==> src/rtl/mem_arbiter_pkg.sv <==
// Shared types and constants for the two-requester burst memory arbiter.
package mem_arbiter_pkg;

   localparam int unsigned DATA_WIDTH_DEF = 32;
   localparam int unsigned ADDR_WIDTH_DEF = 32;
   localparam int unsigned BURST_LEN_DEF  = 4;
   localparam int unsigned BEAT_W         = $clog2(BURST_LEN_DEF);
   localparam int unsigned WORD_BYTES     = 4;

   localparam int unsigned REQ_INSTR = 0;
   localparam int unsigned REQ_DATA  = 1;

   typedef enum logic [1:0] {
      IDLE  = 2'd0,
      ADDR  = 2'd1,
      RDATA = 2'd2,
      DONE  = 2'd3
   } state_e;

   function automatic logic [1:0] owner_onehot(input logic owner);
      return owner ? 2'b10 : 2'b01;
   endfunction

endpackage

==> src/rtl/mem_arbiter_rr_arbiter2.sv <==
// Two-way round-robin pick: on a tie the requester that did not own the port last wins.
module rr_arbiter2
   import mem_arbiter_pkg::*;
(
   input  logic [1:0] req_i,
   input  logic       last_i,
   output logic [1:0] pick_c_o
);

   always_comb begin
      pick_c_o = 2'b00;
      if (req_i[REQ_INSTR] && (!req_i[REQ_DATA] || last_i == 1'(REQ_DATA))) begin
         pick_c_o[REQ_INSTR] = 1'b1;
      end else if (req_i[REQ_DATA]) begin
         pick_c_o[REQ_DATA] = 1'b1;
      end
   end

endmodule

==> src/rtl/mem_arbiter.sv <==
// Shares one memory port between instruction and data cache refill/writeback bursts,
// sequencing line-aligned beats with round-robin ownership.
module mem_arbiter
   import mem_arbiter_pkg::*;
#(
   parameter int unsigned DATA_WIDTH = DATA_WIDTH_DEF,
   parameter int unsigned ADDR_WIDTH = ADDR_WIDTH_DEF,
   parameter int unsigned BURST_LEN  = BURST_LEN_DEF
) (
   input  logic                         clk_i,
   input  logic                         rst_i,
   input  logic [1:0]                   req_i,
   input  logic [1:0]                   we_i,
   input  logic [1:0][ADDR_WIDTH-1:0]   addr_i,
   input  logic [1:0][DATA_WIDTH-1:0]   wdata_i,
   output logic [1:0]                   gnt_o,
   output logic [$clog2(BURST_LEN)-1:0] beat_o,
   output logic [1:0]                   rvalid_o,
   output logic [DATA_WIDTH-1:0]        rdata_o,
   output logic [1:0]                   done_o,
   output logic                         mem_req_o,
   output logic                         mem_we_o,
   output logic [ADDR_WIDTH-1:0]        mem_addr_o,
   output logic [DATA_WIDTH-1:0]        mem_wdata_o,
   input  logic                         mem_ready_i,
   input  logic                         mem_rvalid_i,
   input  logic [DATA_WIDTH-1:0]        mem_rdata_i
);

   localparam int unsigned           BW         = $clog2(BURST_LEN);
   localparam logic [BW-1:0]         LAST_BEAT  = BW'(BURST_LEN - 1);
   localparam logic [ADDR_WIDTH-1:0] ALIGN_MASK = ~ADDR_WIDTH'(BURST_LEN * WORD_BYTES - 1);

   state_e                  state_q, state_d;
   logic                    owner_q, owner_d;
   logic                    we_q, we_d;
   logic [ADDR_WIDTH-1:0]   base_q, base_d;
   logic [BW-1:0]           beat_q, beat_d;
   logic [1:0]              gnt_q, gnt_d;
   logic                    last_q, last_d;
   logic [1:0]              pick_c;

   rr_arbiter2 u_arb (
      .req_i    (req_i),
      .last_i   (last_q),
      .pick_c_o (pick_c)
   );

   // State and burst context registers; reset aborts any burst in flight.
   always_ff @(posedge clk_i or negedge rst_i) begin
      if (!rst_i) begin
         state_q <= IDLE;
         owner_q <= 1'b0;
         we_q    <= 1'b0;
         base_q  <= '0;
         beat_q  <= '0;
         gnt_q   <= '0;
         last_q  <= 1'(REQ_DATA);
      end else begin
         state_q <= state_d;
         owner_q <= owner_d;
         we_q    <= we_d;
         base_q  <= base_d;
         beat_q  <= beat_d;
         gnt_q   <= gnt_d;
         last_q  <= last_d;
      end
   end

   // Next-state: grant capture, beat sequencing, completion.
   always_comb begin
      state_d = state_q;
      owner_d = owner_q;
      we_d    = we_q;
      base_d  = base_q;
      beat_d  = beat_q;
      gnt_d   = gnt_q;
      last_d  = last_q;
      case (state_q)
         IDLE: begin
            if (pick_c != 2'b00) begin
               owner_d = pick_c[REQ_DATA];
               we_d    = we_i[pick_c[REQ_DATA]];
               base_d  = addr_i[pick_c[REQ_DATA]] & ALIGN_MASK;
               beat_d  = '0;
               gnt_d   = pick_c;
               state_d = ADDR;
            end
         end
         ADDR: begin
            if (mem_ready_i) begin
               if (!we_q) begin
                  state_d = RDATA;
               end else if (beat_q == LAST_BEAT) begin
                  state_d = DONE;
               end else begin
                  beat_d = beat_q + BW'(1);
               end
            end
         end
         RDATA: begin
            // Only one read beat outstanding: the next address waits for this data.
            if (mem_rvalid_i) begin
               if (beat_q == LAST_BEAT) begin
                  state_d = DONE;
               end else begin
                  beat_d  = beat_q + BW'(1);
                  state_d = ADDR;
               end
            end
         end
         DONE: begin
            last_d  = owner_q;
            gnt_d   = '0;
            beat_d  = '0;
            state_d = IDLE;
         end
         default: state_d = IDLE;
      endcase
   end

   // Output decode from state; write data and read return pass straight through.
   always_comb begin
      mem_req_o   = 1'b0;
      mem_we_o    = 1'b0;
      mem_addr_o  = '0;
      mem_wdata_o = '0;
      rvalid_o    = '0;
      rdata_o     = '0;
      done_o      = '0;
      case (state_q)
         ADDR: begin
            mem_req_o   = 1'b1;
            mem_we_o    = we_q;
            mem_addr_o  = base_q + (ADDR_WIDTH'(beat_q) * ADDR_WIDTH'(WORD_BYTES));
            mem_wdata_o = wdata_i[owner_q];
         end
         RDATA: begin
            if (mem_rvalid_i) begin
               rvalid_o = owner_onehot(owner_q);
               rdata_o  = mem_rdata_i;
            end
         end
         DONE:    done_o = owner_onehot(owner_q);
         default: ;
      endcase
   end

   assign gnt_o  = gnt_q;
   assign beat_o = beat_q;

endmodule

==> config.mk <==
export PLATFORM = sky130hd
export DESIGN_NAME = mem_arbiter
export DESIGN_NICKNAME = d
export VERILOG_FILES = /design/src/rtl/mem_arbiter_pkg.sv /design/src/rtl/mem_arbiter_rr_arbiter2.sv /design/src/rtl/mem_arbiter.sv
export SDC_FILE = /design/constraint.sdc
export NUM_CORES = 1
export LEC_CHECK = 0
export ABC_AREA = 0
export ABC_CLOCK_PERIOD_IN_PS = 2050
export BUFFER_PORTS_ARGS = -buffer_cell sky130_fd_sc_hd__buf_2
export CELL_PAD_IN_SITES_DETAIL_PLACEMENT = 0
export CELL_PAD_IN_SITES_GLOBAL_PLACEMENT = 1
export CORE_MARGIN = 2
export CORE_UTILIZATION = 24
export CTS_CLUSTER_SIZE = 30
export DETAILED_ROUTE_END_ITERATION = 8
export PLACE_DENSITY = 0.93
export SYNTH_ARGS = -nofsm -noshare
export SYNTH_HDL_FRONTEND = slang
export SYNTH_SLANG_ARGS = --single-unit
==> constraint.sdc <==
create_clock -name clk_i -period 2.05 [get_ports clk_i]
set_clock_uncertainty 0.05 [all_clocks]
set_input_delay 0.3075 -clock clk_i [delete_from_list [all_inputs] [get_ports clk_i]]
set_output_delay 0.3075 -clock clk_i [all_outputs]
set_load 0.03 [all_outputs]
**Word level (Yosys, flattened, before mapping)**

Cells that the tools add are included.

- Muxes and demuxes: 34
- Magnitude comparators: 2
- Reductions and logical operators: 10
- Equality and inequality tests: 9
- $add $sub $neg: 2

Operators with widths:

| kind | count |
|---|---|
| 2-to-1 mux 32 bit | 8 |
| adder 32 x 4 -> 32 bit | 1 |
| 2-to-1 mux 2 bit | 16 |
| one-hot mux 2 bit (4 select lines) | 2 |
| != test 2 bit, second input constant | 4 |
| AND reduction 4 bit | 2 |
| 2-to-1 mux 1 bit | 7 |
| equality test 2 bit, second input constant | 3 |
| less-than comparator 1 x 2 -> 1 bit, second input constant | 2 |
| one-hot mux 2 bit (2 select lines) | 1 |
| AND reduction 2 bit | 2 |
| nonzero test 2 bit | 2 |
| != test 3 bit, second input constant | 1 |
| adder 2 x 1 -> 2 bit, second input constant | 1 |
| equality test 2 x 1 -> 1 bit, second input constant | 1 |
| logical NOT 2 bit | 1 |
| logical AND 1 bit | 1 |
| logical NOT 1 bit | 1 |
| logical OR 1 bit | 1 |

- Output and inout bits: 106
- Word-level logic and storage cells: 64
- Register bits: 37

**Depth between registers and ports, before layout**

- Word-level depth: 7
- Gate-level depth with buffers: 7
- Mapped depth without buffers: 6

**Cells and area by module**

Synthesis repeated with hierarchy kept, for this count alone.

- Cells, all modules: 329
- Area, all modules: 2832.7 µm²

By module, submodules not included:

| module | cells each | times used | area an instance (µm²) |
|---|---|---|---|
| mem_arbiter | 326 | 1 | 2813.9 |
| rr_arbiter2 | 3 | 1 | 18.8 |

**Worst setup path before layout**

No wires, ideal clock.

- Path type: reg-to-output
- Start: register state_q[1]
- End: output mem_wdata_o[10]
- Arrival: 1.863 ns
- Required time: 1.692 ns
- Stages on the path, launching flop included: 6
- Setup slack: -0.170 ns
- Path through: dfrtp_1 -> inv_1 -> ha_1 -> clkbuf_1 -> clkbuf_1 -> nor2b_1

- Word-level cells in the longest chain between the ends: 2

RTL lines:

| item | RTL line | text |
|---|---|---|
| start, declared | mem_arbiter.sv:34 | `state_e state_q, state_d;` |
| start signal, assigned | mem_arbiter.sv:60 | `state_q <= state_d;` |
| equality test 2 x 1 -> 1 bit | mem_arbiter.sv:131 | `case (state_q)` |
| 2-to-1 mux 32 bit | mem_arbiter.sv:131 |  |
| end, declared | mem_arbiter.sv:24 | `output logic [DATA_WIDTH-1:0] mem_wdata_o,` |

Every way passes these cells.

**Worst setup path after layout**

- Start: register state_q[0]
- End: output rdata_o[17]

- Word-level cells in the longest chain between the ends: 2

RTL lines:

| item | RTL line | text |
|---|---|---|
| equality test 2 bit | mem_arbiter.sv:131 |  |
| 2-to-1 mux 32 bit | mem_arbiter.sv:131 |  |
| end, declared | mem_arbiter.sv:19 | `output logic [DATA_WIDTH-1:0] rdata_o,` |

Every way passes these cells.

==> results.txt <==
Num rows = 39
Number of buffers created by CTS = 5
DRC viols = 0
Total wire length = 9932 um
Worst-Margin Slew = 829.7 ps
Sink Count = 37
Final hold viol count = 0
Slew Limit Fails = 0
Number of global-route vias before repair = 3307
Post-layout net count = 751
Seq/Total Area, Yosys = 0.3287
Ports = 274
Drt first pass iters = 4
Antenna Cells = 0
Largest net degree at the start of global routing = 59
Die ar. = 0.01263 sq mm
Die H = 112.4 um
RD Place Congestion = 0.8606
Worst vdd ir = 0.0005725 V
Cell Area, Synth = 0.002820 sq mm
Synth warn = 0
Post-CTS Hold Buffers = 0
CTS tree = yes
Total number of vias = 3224
Filler instances = 1123
Fraction of final layout cells sized beyond drive strength 1 = 0.5502
WL met3 = 644 um
Largest cells by area after synthesis = dfrtp_1 (32%), mux2i_1 (22%), nor2b_1 (7.5%)
Wire length of the first global-routing pass = 15610 um
CP Capture Type = output port
Final Core Density = 0.4005
Minimum clock period = 1960 ps
Max Clk Rate = 510.3 MHz
Final setup vio count = 0
WL met2 = 5227 um
Total track usage = 0.1500
Via density = 4.472
Layout area overhead = 62.87%
Top layer in use = met4
Chip width = 112.4 um
Tcrit/Tclk final = 0.9559
Total chip power = 6.257 mW
CTS max path bufs = 2
Antenna violations before repair = 0
Root buffer cell = clkbuf_16
Core area = 0.01147 sq mm
Slew headroom = 0.4469
Starting Density = 0.2459
Clock slew at reported path FFs = 60 ps
Setup ws final = 90.31 ps
Worst Hold Class = in2async
Worst hold slack = 81.02 ps
Met1 WL = 3969 um
PortBufs = 263
Skew-Pair Late Insertion Delay = 270 ps
Lkg Pwr = 2.736 nW
Yosys reg bits = 37
Mapped Cells = 325
GRT Residual Overflow = 0
Non-Filler Instances = 721
FF+latch area = 929.6 sq um
Worst slack at placement = 61.46 ps
Multi-input logic area = 0.001857 sq mm
Max-cap violation count = 0
DRT antenna net count = 0
DP Wirelength = 8058 um
CP startpoint kind = register
Synth cell types = 28
Critical path arrival = 1600 ps
Wire length per cell = 13.78 um
Outcome = complete, no violations
Peak fanout along the critical path = 35
DRT iter0 DRCs = 148
Top cell type's share of synthesized area = 0.3194
Htree depth = 2
Power per Cell Area = 1362 mW/mm^2
WP data required = 1690 ps
Synth area leader = dfrtp_1
RSZ-0062 raised after global routing = false
Inst Count DP = 712
WS Path Type = reg2out
Average cell area after synthesis = 8.678 sq um
## logic make-up (layout without fill, tap and decap cells)
logic type / count (synthesis) / after routing / synth area share
other cells: 1 / 2 / 0.001330
buf+inv: 34 / 286 / 0.05057
mux: 64 / 64 / 0.2280
simple gates: 140 / 140 / 0.2764
fa+ha+maj: 6 / 6 / 0.02662
compound gates: 43 / 43 / 0.08829
flops: 37 / 37 / 0.3287
## power by group
part	total (mW)	internal, mW	switching (mW)
logic	4.21	1.61	2.61
clock network	0.733	0.446	0.287
registers	1.31	1.10	0.212
total	6.26	3.15	3.10
## critical path: stages (launching register included)
cell      delay [ps]
dfrtp_2          440
inv_1            120
ha_2             220
buf_12           160
and3_1           190
clkbuf_4         200
## final timing paths
kind / cells after the start / startpoint / slack (ps) / end
min in group clk_i: 3 / addr_i[25] / 270 / base_q[25]
max in group asynchronous: 1 / rst_i / 1290 / owner_q
hold / removal: 1 / rst_i / 80 / base_q[26]
setup / recovery: 5 / state_q[0] / 90 / rdata_o[17]
hold reg to reg: 2 / base_q[18] / 420 / base_q[18]
setup reg to reg: 5 / state_q[0] / 100 / beat_o[0]
## final cells by class
cell class,count,share of cell area
inverters,6,0.004903
clock buffers,6,0.02806
flip-flops and latches,37,0.2024
multi-input cells,255,0.4042
clock inverters,2,0.002179
repair buffers,272,0.3193
well taps,143,0.03895
## state kept, by name (all words and copies together) (netlist names)
name     cells
owner_q      1
base_q      28
state_q      2
we_q         1
beat_o       2
last_q       1
gnt_o        2
## Yosys cell counts
master    number
mux2_1         1
buf_4          2
a21boi_1       1
nor2b_1       34
buf_2          6
buf_1          1
a22o_1         3
clkbuf_1      19
inv_1          5
ha_1           6
o21ai_0       33
nand2_1       34
nor2_1         5
a21o_1         1
a221o_1        2
nand3b_1       1
dfrtp_1       36
dfstp_2        1
and2_1        32
mux2i_1       62
inv_2          1
o31ai_1        1
nand2b_1       1
and3_1        33
mux2_2         1
conb_1         1
a32o_1         1
o21ai_1        1
## metal layers
metal,track usage,vias up
met4,0.02683,0
li1,-,1604
met1,0.1744,1462
met3,0.02808,9
met5,0,-
met2,0.2876,149
## placed cells by master, fill, tap and decap left out, drive strengths merged
cell type	synthesis	routed
nand2	34	34
mux2	2	2
dfstp	1	1
buf	9	268
dfrtp	36	36
conb	1	2
nor2b	34	34
ha	6	6
and3	33	33
clkinv	0	2
a21o	1	1
a32o	1	1
nand3b	1	1
nor2	5	5
clkbuf	19	10
nand2b	1	1
mux2i	62	62
a221o	2	2
o31ai	1	1
a22o	3	3
o21ai	34	34
inv	6	6
and2	32	32
a21boi	1	1
## timing repair
action / CTS / global route
setup buffers: 0 / 1
setup endpoints to repair: 53 / 98
gates resized for setup: 7 / 8
pin swaps: 0 / 0
## metrics by stage
step,TNS (ps),cell area [sq um]
6_report,0,4593
5_1_grt,0,4593
4_1_cts,0,4563
3_5_place_dp,0,4398
3_3_place_gp,0,4398
2_1_floorplan,-853.3,2899
Note: power is estimated with default switching activity, not from simulation.
